==> config.mk <==
export PLATFORM = sky130hd
export DESIGN_NAME = face_store_flat
export DESIGN_NICKNAME = d
export VERILOG_FILES = /design/src/rtl/face_store_if.sv /design/src/rtl/face_store.sv /design/src/flat_wrapper.sv
export SDC_FILE = /design/constraint.sdc
export NUM_CORES = 2
export LEC_CHECK = 0
export ABC_CLOCK_PERIOD_IN_PS = 6490
export BUFFER_PORTS_ARGS = -buffer_cell sky130_fd_sc_hd__buf_2
export CELL_PAD_IN_SITES_DETAIL_PLACEMENT = 0
export CELL_PAD_IN_SITES_GLOBAL_PLACEMENT = 1
export CORE_ASPECT_RATIO = 1.1
export CORE_UTILIZATION = 40
export CTS_CLUSTER_DIAMETER = 40
export DETAILED_ROUTE_END_ITERATION = 10
export PLACE_DENSITY_LB_ADDON = 0.1
export SYNTH_ARGS = -nofsm -noshare
export SYNTH_HDL_FRONTEND = slang
export SYNTH_SLANG_ARGS = --single-unit
==> constraint.sdc <==
create_clock -name i_clk -period 6.49 [get_ports i_clk]
set_input_delay 1.298 -clock i_clk [delete_from_list [all_inputs] [get_ports i_clk]]
set_output_delay 1.298 -clock i_clk [all_outputs]
set_load 0.02 [all_outputs]
==> src/rtl/face_store_if.sv <==
// Load-word stream into face_store: one WORD_BITS word per beat.
// The beat moves on wr_valid & wr_ready. wr_last marks the final word of a load.
interface face_store_if #(
    parameter int WORD_BITS = 16
);
    logic [WORD_BITS-1:0] wr_word;
    logic                 wr_valid;
    logic                 wr_last;
    logic                 wr_ready;

    modport master (output wr_word, output wr_valid, output wr_last, input wr_ready);
    modport slave  (input wr_word, input wr_valid, input wr_last, output wr_ready);
endinterface

==> src/rtl/face_store.sv <==
// Face memory: a word-stream loader packs faces MSB-first, and a registered read port serves the GPU fetch stage.
// Define FACE_STORE_COUNT_MASK_EN to return zero for addresses at or beyond the committed face count.
module face_store #(
    parameter  int FACES     = 92,
    parameter  int WORD_BITS = 16,
    localparam int AW        = $clog2(FACES),
    localparam int FACE_BITS = 44
) (
    input  logic                 i_clk,
    input  logic                 i_reset,
    input  logic                 i_load_start,
    face_store_if.slave          wr,
    input  logic [AW-1:0]        i_mem_addr,
    output logic [FACE_BITS-1:0] o_face,
    output logic [AW:0]          o_face_count,
    output logic                 o_loaded,
    output logic                 o_load_err
);
    typedef struct packed {
        logic [11:0]           v0;
        logic [11:0]           v1;
        logic [11:0]           v2;
        logic [FACE_BITS-37:0] color;
    } face_t;

    localparam int WPF      = ($bits(face_t) + WORD_BITS - 1) / WORD_BITS;
    localparam int ASM_BITS = WPF * WORD_BITS;
    localparam int WIW      = (WPF > 1) ? $clog2(WPF) : 1;

    typedef enum logic [1:0] {S_IDLE = 2'd0, S_LOAD = 2'd1, S_DONE = 2'd2} state_t;

    state_t              r_state, w_state_nxt;
    logic [WIW-1:0]      r_word_idx, w_word_idx_nxt;
    logic [AW-1:0]       r_face_idx, w_face_idx_nxt;
    logic [AW:0]         r_face_count, w_count_nxt;
    logic                r_loaded, w_loaded_nxt;
    logic                r_load_err, w_err_nxt;
    logic [ASM_BITS-1:0] r_asm, w_asm_nxt;
    face_t               r_face;
    face_t               r_mem [FACES];

    logic                w_accept;
    logic                w_last_word;
    logic                w_we;
    logic                w_mem_we;
    logic                w_in_mask;
    logic [ASM_BITS-1:0] w_shifted;
    face_t               w_wdata;

    assign wr.wr_ready   = (r_state == S_LOAD);
    // A restart pulse wins over a word offered on the same cycle
    assign w_accept      = wr.wr_valid & (r_state == S_LOAD) & ~i_load_start;
    assign w_last_word   = (r_word_idx == WIW'(WPF - 1));
    assign w_shifted     = {r_asm[ASM_BITS-WORD_BITS-1:0], wr.wr_word};
    assign w_wdata       = w_shifted[ASM_BITS-1 -: FACE_BITS];
    assign w_mem_we      = w_we & ~i_reset;

    assign o_face        = r_face;
    assign o_face_count  = r_face_count;
    assign o_loaded      = r_loaded;
    assign o_load_err    = r_load_err;

    // Next-state and load bookkeeping
    always_comb begin
        w_state_nxt    = r_state;
        w_word_idx_nxt = r_word_idx;
        w_face_idx_nxt = r_face_idx;
        w_count_nxt    = r_face_count;
        w_loaded_nxt   = r_loaded;
        w_err_nxt      = r_load_err;
        w_asm_nxt      = r_asm;
        w_we           = 1'b0;
        if (i_load_start) begin
            w_state_nxt    = S_LOAD;
            w_word_idx_nxt = '0;
            w_face_idx_nxt = '0;
            w_count_nxt    = '0;
            w_loaded_nxt   = 1'b0;
            w_err_nxt      = 1'b0;
        end else begin
            case (r_state)
                S_IDLE: w_state_nxt = S_IDLE;
                S_DONE: w_state_nxt = S_DONE;
                S_LOAD: begin
                    if (w_accept) begin
                        w_asm_nxt = w_shifted;
                        if (w_last_word) begin
                            w_we           = 1'b1;
                            w_word_idx_nxt = '0;
                            w_face_idx_nxt = r_face_idx + AW'(1);
                            w_count_nxt    = {1'b0, r_face_idx} + (AW+1)'(1);
                            if (wr.wr_last || (r_face_idx == AW'(FACES - 1))) begin
                                w_state_nxt  = S_DONE;
                                w_loaded_nxt = 1'b1;
                            end else begin
                                w_state_nxt  = S_LOAD;
                            end
                        end else if (wr.wr_last) begin
                            // Truncated face: drop the partial record and flag it
                            w_state_nxt    = S_DONE;
                            w_err_nxt      = 1'b1;
                            w_loaded_nxt   = 1'b0;
                            w_word_idx_nxt = '0;
                        end else begin
                            w_word_idx_nxt = r_word_idx + WIW'(1);
                        end
                    end else begin
                        w_state_nxt = S_LOAD;
                    end
                end
                default: w_state_nxt = S_IDLE;
            endcase
        end
    end

    // State and load registers
    always_ff @(posedge i_clk) begin
        if (i_reset) begin
            r_state      <= S_IDLE;
            r_word_idx   <= '0;
            r_face_idx   <= '0;
            r_face_count <= '0;
            r_loaded     <= 1'b0;
            r_load_err   <= 1'b0;
            r_asm        <= '0;
        end else begin
            r_state      <= w_state_nxt;
            r_word_idx   <= w_word_idx_nxt;
            r_face_idx   <= w_face_idx_nxt;
            r_face_count <= w_count_nxt;
            r_loaded     <= w_loaded_nxt;
            r_load_err   <= w_err_nxt;
            r_asm        <= w_asm_nxt;
        end
    end

    // Memory write port
    always_ff @(posedge i_clk) begin
        if (w_mem_we) begin
            r_mem[r_face_idx] <= w_wdata;
        end
    end

`ifdef FACE_STORE_COUNT_MASK_EN
    assign w_in_mask = ({1'b0, i_mem_addr} < r_face_count);
`else
    assign w_in_mask = 1'b1;
`endif

    // Registered read port; a same-edge write is not visible (read-first)
    always_ff @(posedge i_clk) begin
        if (i_reset) begin
            r_face <= '0;
        end else if (({1'b0, i_mem_addr} < (AW+1)'(FACES)) && w_in_mask) begin
            r_face <= r_mem[i_mem_addr];
        end else begin
            r_face <= '0;
        end
    end
endmodule

==> src/flat_wrapper.sv <==
// flat-port wrapper written by rule: the top's interface ports become plain ports
module face_store_flat 
#(
    parameter  int FACES     = 92,
    parameter  int WORD_BITS = 16,
    localparam int AW        = $clog2(FACES),
    localparam int FACE_BITS = 44
)
  (i_clk, i_reset, i_load_start, i_mem_addr, o_face, o_face_count, o_loaded, o_load_err, wr_wr_word, wr_wr_valid, wr_wr_last, wr_wr_ready);
  face_store_if #(.WORD_BITS(WORD_BITS)) wr_i ();
  input  logic i_clk;
  input  logic i_reset;
  input  logic i_load_start;
  input  logic [AW-1:0] i_mem_addr;
  output logic [FACE_BITS-1:0] o_face;
  output logic [AW:0] o_face_count;
  output logic o_loaded;
  output logic o_load_err;
  input wire logic [$bits(wr_i.wr_word)-1:0] wr_wr_word;
  input wire logic [$bits(wr_i.wr_valid)-1:0] wr_wr_valid;
  input wire logic [$bits(wr_i.wr_last)-1:0] wr_wr_last;
  output wire logic [$bits(wr_i.wr_ready)-1:0] wr_wr_ready;
  assign wr_i.wr_word = wr_wr_word;
  assign wr_i.wr_valid = wr_wr_valid;
  assign wr_i.wr_last = wr_wr_last;
  assign wr_wr_ready = wr_i.wr_ready;
  face_store #(.FACES(FACES), .WORD_BITS(WORD_BITS)) u_core (.i_clk(i_clk), .i_reset(i_reset), .i_load_start(i_load_start), .wr(wr_i), .i_mem_addr(i_mem_addr), .o_face(o_face), .o_face_count(o_face_count), .o_loaded(o_loaded), .o_load_err(o_load_err));
endmodule
==> reports/metrics.csv <==
metric;value;unit
status;complete, but fails checks;
failing checks;DRC;
die width;600;um
global-route wire length before repair;699000;um
hold_ws;0.450;ns
DP Wirelength;291000;um
synthesized area per cell;22.1;sq um
DP Worst Slack;0.975;ns
IO Count;83;
CP endpoint kind;flip-flop;
Mapped Cells;7119;
final worst setup slack;2.15;ns
H-tree depth;6;
total CTS buffers;563;
Slew Viols, Final;0;
largest net degree at the start of global routing;95;
# DRC;16;
Synth async-reset ratio;0;%
mux contribution to synthesized area;15.4;%
setup bufs post-CTS;0;
top-count cell post-synth;edfxtp_1;
via/cell ratio;5.96;
Crit path required time;7.40;ns
CTS clock-pin slew for the worst setup and hold paths;0.05;ns
DRT iter0 DRCs;9165;
slew margin rel.;11.2;%
CTS tree;yes;
Layout Cells excl Fill;13400;
count of cell types in the netlist;61;
Synth Warn #;0;
final net count;7769;
Post-CTS Resized;0;
dominant cell type by area after synthesis;edfxtp_1;
DP Area;167000;sq um
Max VDD drop;0.269;mV
top cell type's share of synthesized area;77.3;%
post-synthesis cell area;157000;sq um
Port Buffers;82;
final instance area;186000;sq um
Sum Neg Setup Slack;0;ns
unrepaired setup endpoints after global routing;false;
CTS Hold Bufs;0;
Layout Skew;0.0384;ns
CTS max path bufs;4;
Period Utilization, post-route;66.9;%
core area;392000;sq um
synthesis-to-finish area growth;18.4;%
Routed WL per cell;38.5;um
area share of xor/xnor cells in the synthesized design;0.0278;%
Routability Congestion;0.802;
Clk Latency, worst-skew pair;1.06;ns
Leakage;65.6;nW
sequential share of the synthesized area;78.4;%
Tmin final;4.34;ns
GRT Total Usage;26.0;%
Hold Vio Cnt, Final;0;
Initial Util;40.2;%
max cap viols;0;
detailed-route wire length;518000;um
syn nets;7151;
placed cell count;12400;
top post-synthesis cells by area;edfxtp_1 (77%), mux4_2 (13%), mux2i_1 (2.7%), dfxtp_1 (1.1%), a21oi_1 (0.58%);
vias in the first global route;81400;
maximum clock rate;230;MHz
Adder-Cell Fraction of Synth Area;0.0318;%
initial antenna violation count;39;
hold crit path type;flip-flop to flip-flop;
critical-path maximum fanout;71;
WP data arrival;5.25;ns
slew at the pin with the worst max-slew slack;1.33;ns
via count;80200;
clk sinks;4138;
post-layout util;47.6;%
Pre-antenna DRT Iters;11;
number of synthesized flops with an enable pin;4048;
Power Dens Cells;336;nW/um^2
die area;396000;sq um
die height;660;um
grt ovf;0;
Final Setup Violations;0;
critical path type;input pin to flip-flop;
share of layout cells above drive strength 1;29.4;%
Compound-Gate Fraction of Synth Area;3.21;%
#FFs+latches synth;4138;
most frequent cells after synthesis;edfxtp_1 (4048), mux4_2 (882), mux2i_1 (422);
post-synthesis simple-gate area fraction;1.36;%
largest family of logic cells by synthesized area;multiplexers;
Main synth FF type;edfxtp_1;
Power Total;62.6;mW
post-route ant nets;0;
# rows;241;
crit path launch type;input pin;
root buffer cell;clkbuf_16;
-- layer usage --
metal  global-route usage [%]  share of wire [%]  vias up
met2                     42.9                 49     3256
li1                         -                  -    31600
met5                        0             0.0068        -
met4                     6.79                2.7        6
met3                     3.77                6.4      649
met1                     36.2                 42    44600
-- critical path, stage by stage --
cell      delay (ns)
buf_12          0.46
buf_12          0.44
buf_12          0.35
mux4_2          0.54
a221oi_1        0.28
o21ai_0         0.38
a22oi_1         0.96
buf_4           0.26
nor3_1          0.05
-- cell families (layout without fill, tap and decap cells) --
logic type | count (synthesis) | in the layout
flops | 4138 | 4138
mux | 1316 | 1316
compound gates | 750 | 750
simple gates | 492 | 492
buf+inv | 414 | 1499
xor+xnor | 5 | 5
fa+ha+maj | 4 | 4
other cells | 0 | 14
-- final cells by class --
type                            count  area (sq um)
Clock inverter                    379          4290
Inverter                           10          48.8
Antenna cell                       14          35.0
Clock buffer                      653         14900
Timing Repair Buffer              457          4650
Multi-Input combinational cell   2567         32300
Fill cell                       32100        205000
Sequential cell                  4138        123000
Tap cell                         5224          6540
-- cell usage in the layout (no fill, tap or decap), types with 9 or more instances in the layout --
cell type | netlist | final
nor4_1 | 11 | 9
mux2i_1 | 422 | 422
clkbuf_1 | 147 | 63
edfxtp_1 | 4048 | 4048
buf_4 | 64 | 280
o211ai_1 | 11 | 11
clkinv_2 | 0 | 80
a22oi_1 | 82 | 82
nand2_1 | 196 | 196
clkinv_8 | 0 | 15
nor2_1 | 157 | 70
o22ai_1 | 79 | 78
a211oi_1 | 52 | 51
clkbuf_16 | 0 | 584
a32oi_1 | 10 | 10
nor3_1 | 21 | 14
or3_1 | 9 | 9
clkinvlp_4 | 0 | 49
a22o_1 | 29 | 29
bufinv_16 | 0 | 69
dfxtp_1 | 90 | 58
clkinv_1 | 0 | 67
a2111oi_0 | 29 | 25
dfxtp_2 | 0 | 12
dfxtp_4 | 0 | 20
buf_2 | 101 | 64
a21oi_1 | 183 | 183
diode_2 | 0 | 14
a221oi_1 | 36 | 36
o21ai_0 | 115 | 113
mux4_2 | 882 | 882
nand3_1 | 48 | 46
nor2_4 | 0 | 86
clkinv_4 | 0 | 43
mux2_2 | 12 | 12
inv_6 | 0 | 46
buf_12 | 2 | 108
o221ai_1 | 77 | 77
-- report_power, final --
part	total, mW	switching, mW	internal [mW]
clock	31.4	12.0	19.4
sequential	29.2	0.0624	29.1
combinational	2.01	1.37	0.644
total	62.6	13.4	49.1
-- final timing paths --
| kind | startpoint | end | slack [ns] | cells after the start |
|---|---|---|---|---|
| worst max-delay path | i_mem_addr[0] | u_core.o_face[9] | 2.15 | 9 |
| worst min-delay path | u_core.r_asm[1] | u_core.r_asm[17] | 0.45 | 2 |
| worst max register to register | u_core.r_state[1] | u_core.r_mem[19][3] | 2.56 | 8 |
| worst min register to register | u_core.r_asm[1] | u_core.r_asm[17] | 0.45 | 2 |
-- registers in the layout (all words and copies together) (netlist names) --
signal	flops
u_core.o_face	44
u_core.o_face_count	8
u_core.o_load_err	1
u_core.o_loaded	1
u_core.r_asm	32
u_core.r_mem	4048
u_core.r_state	2
u_core.r_word_idx	2
Power figures use the tool's default switching activity.
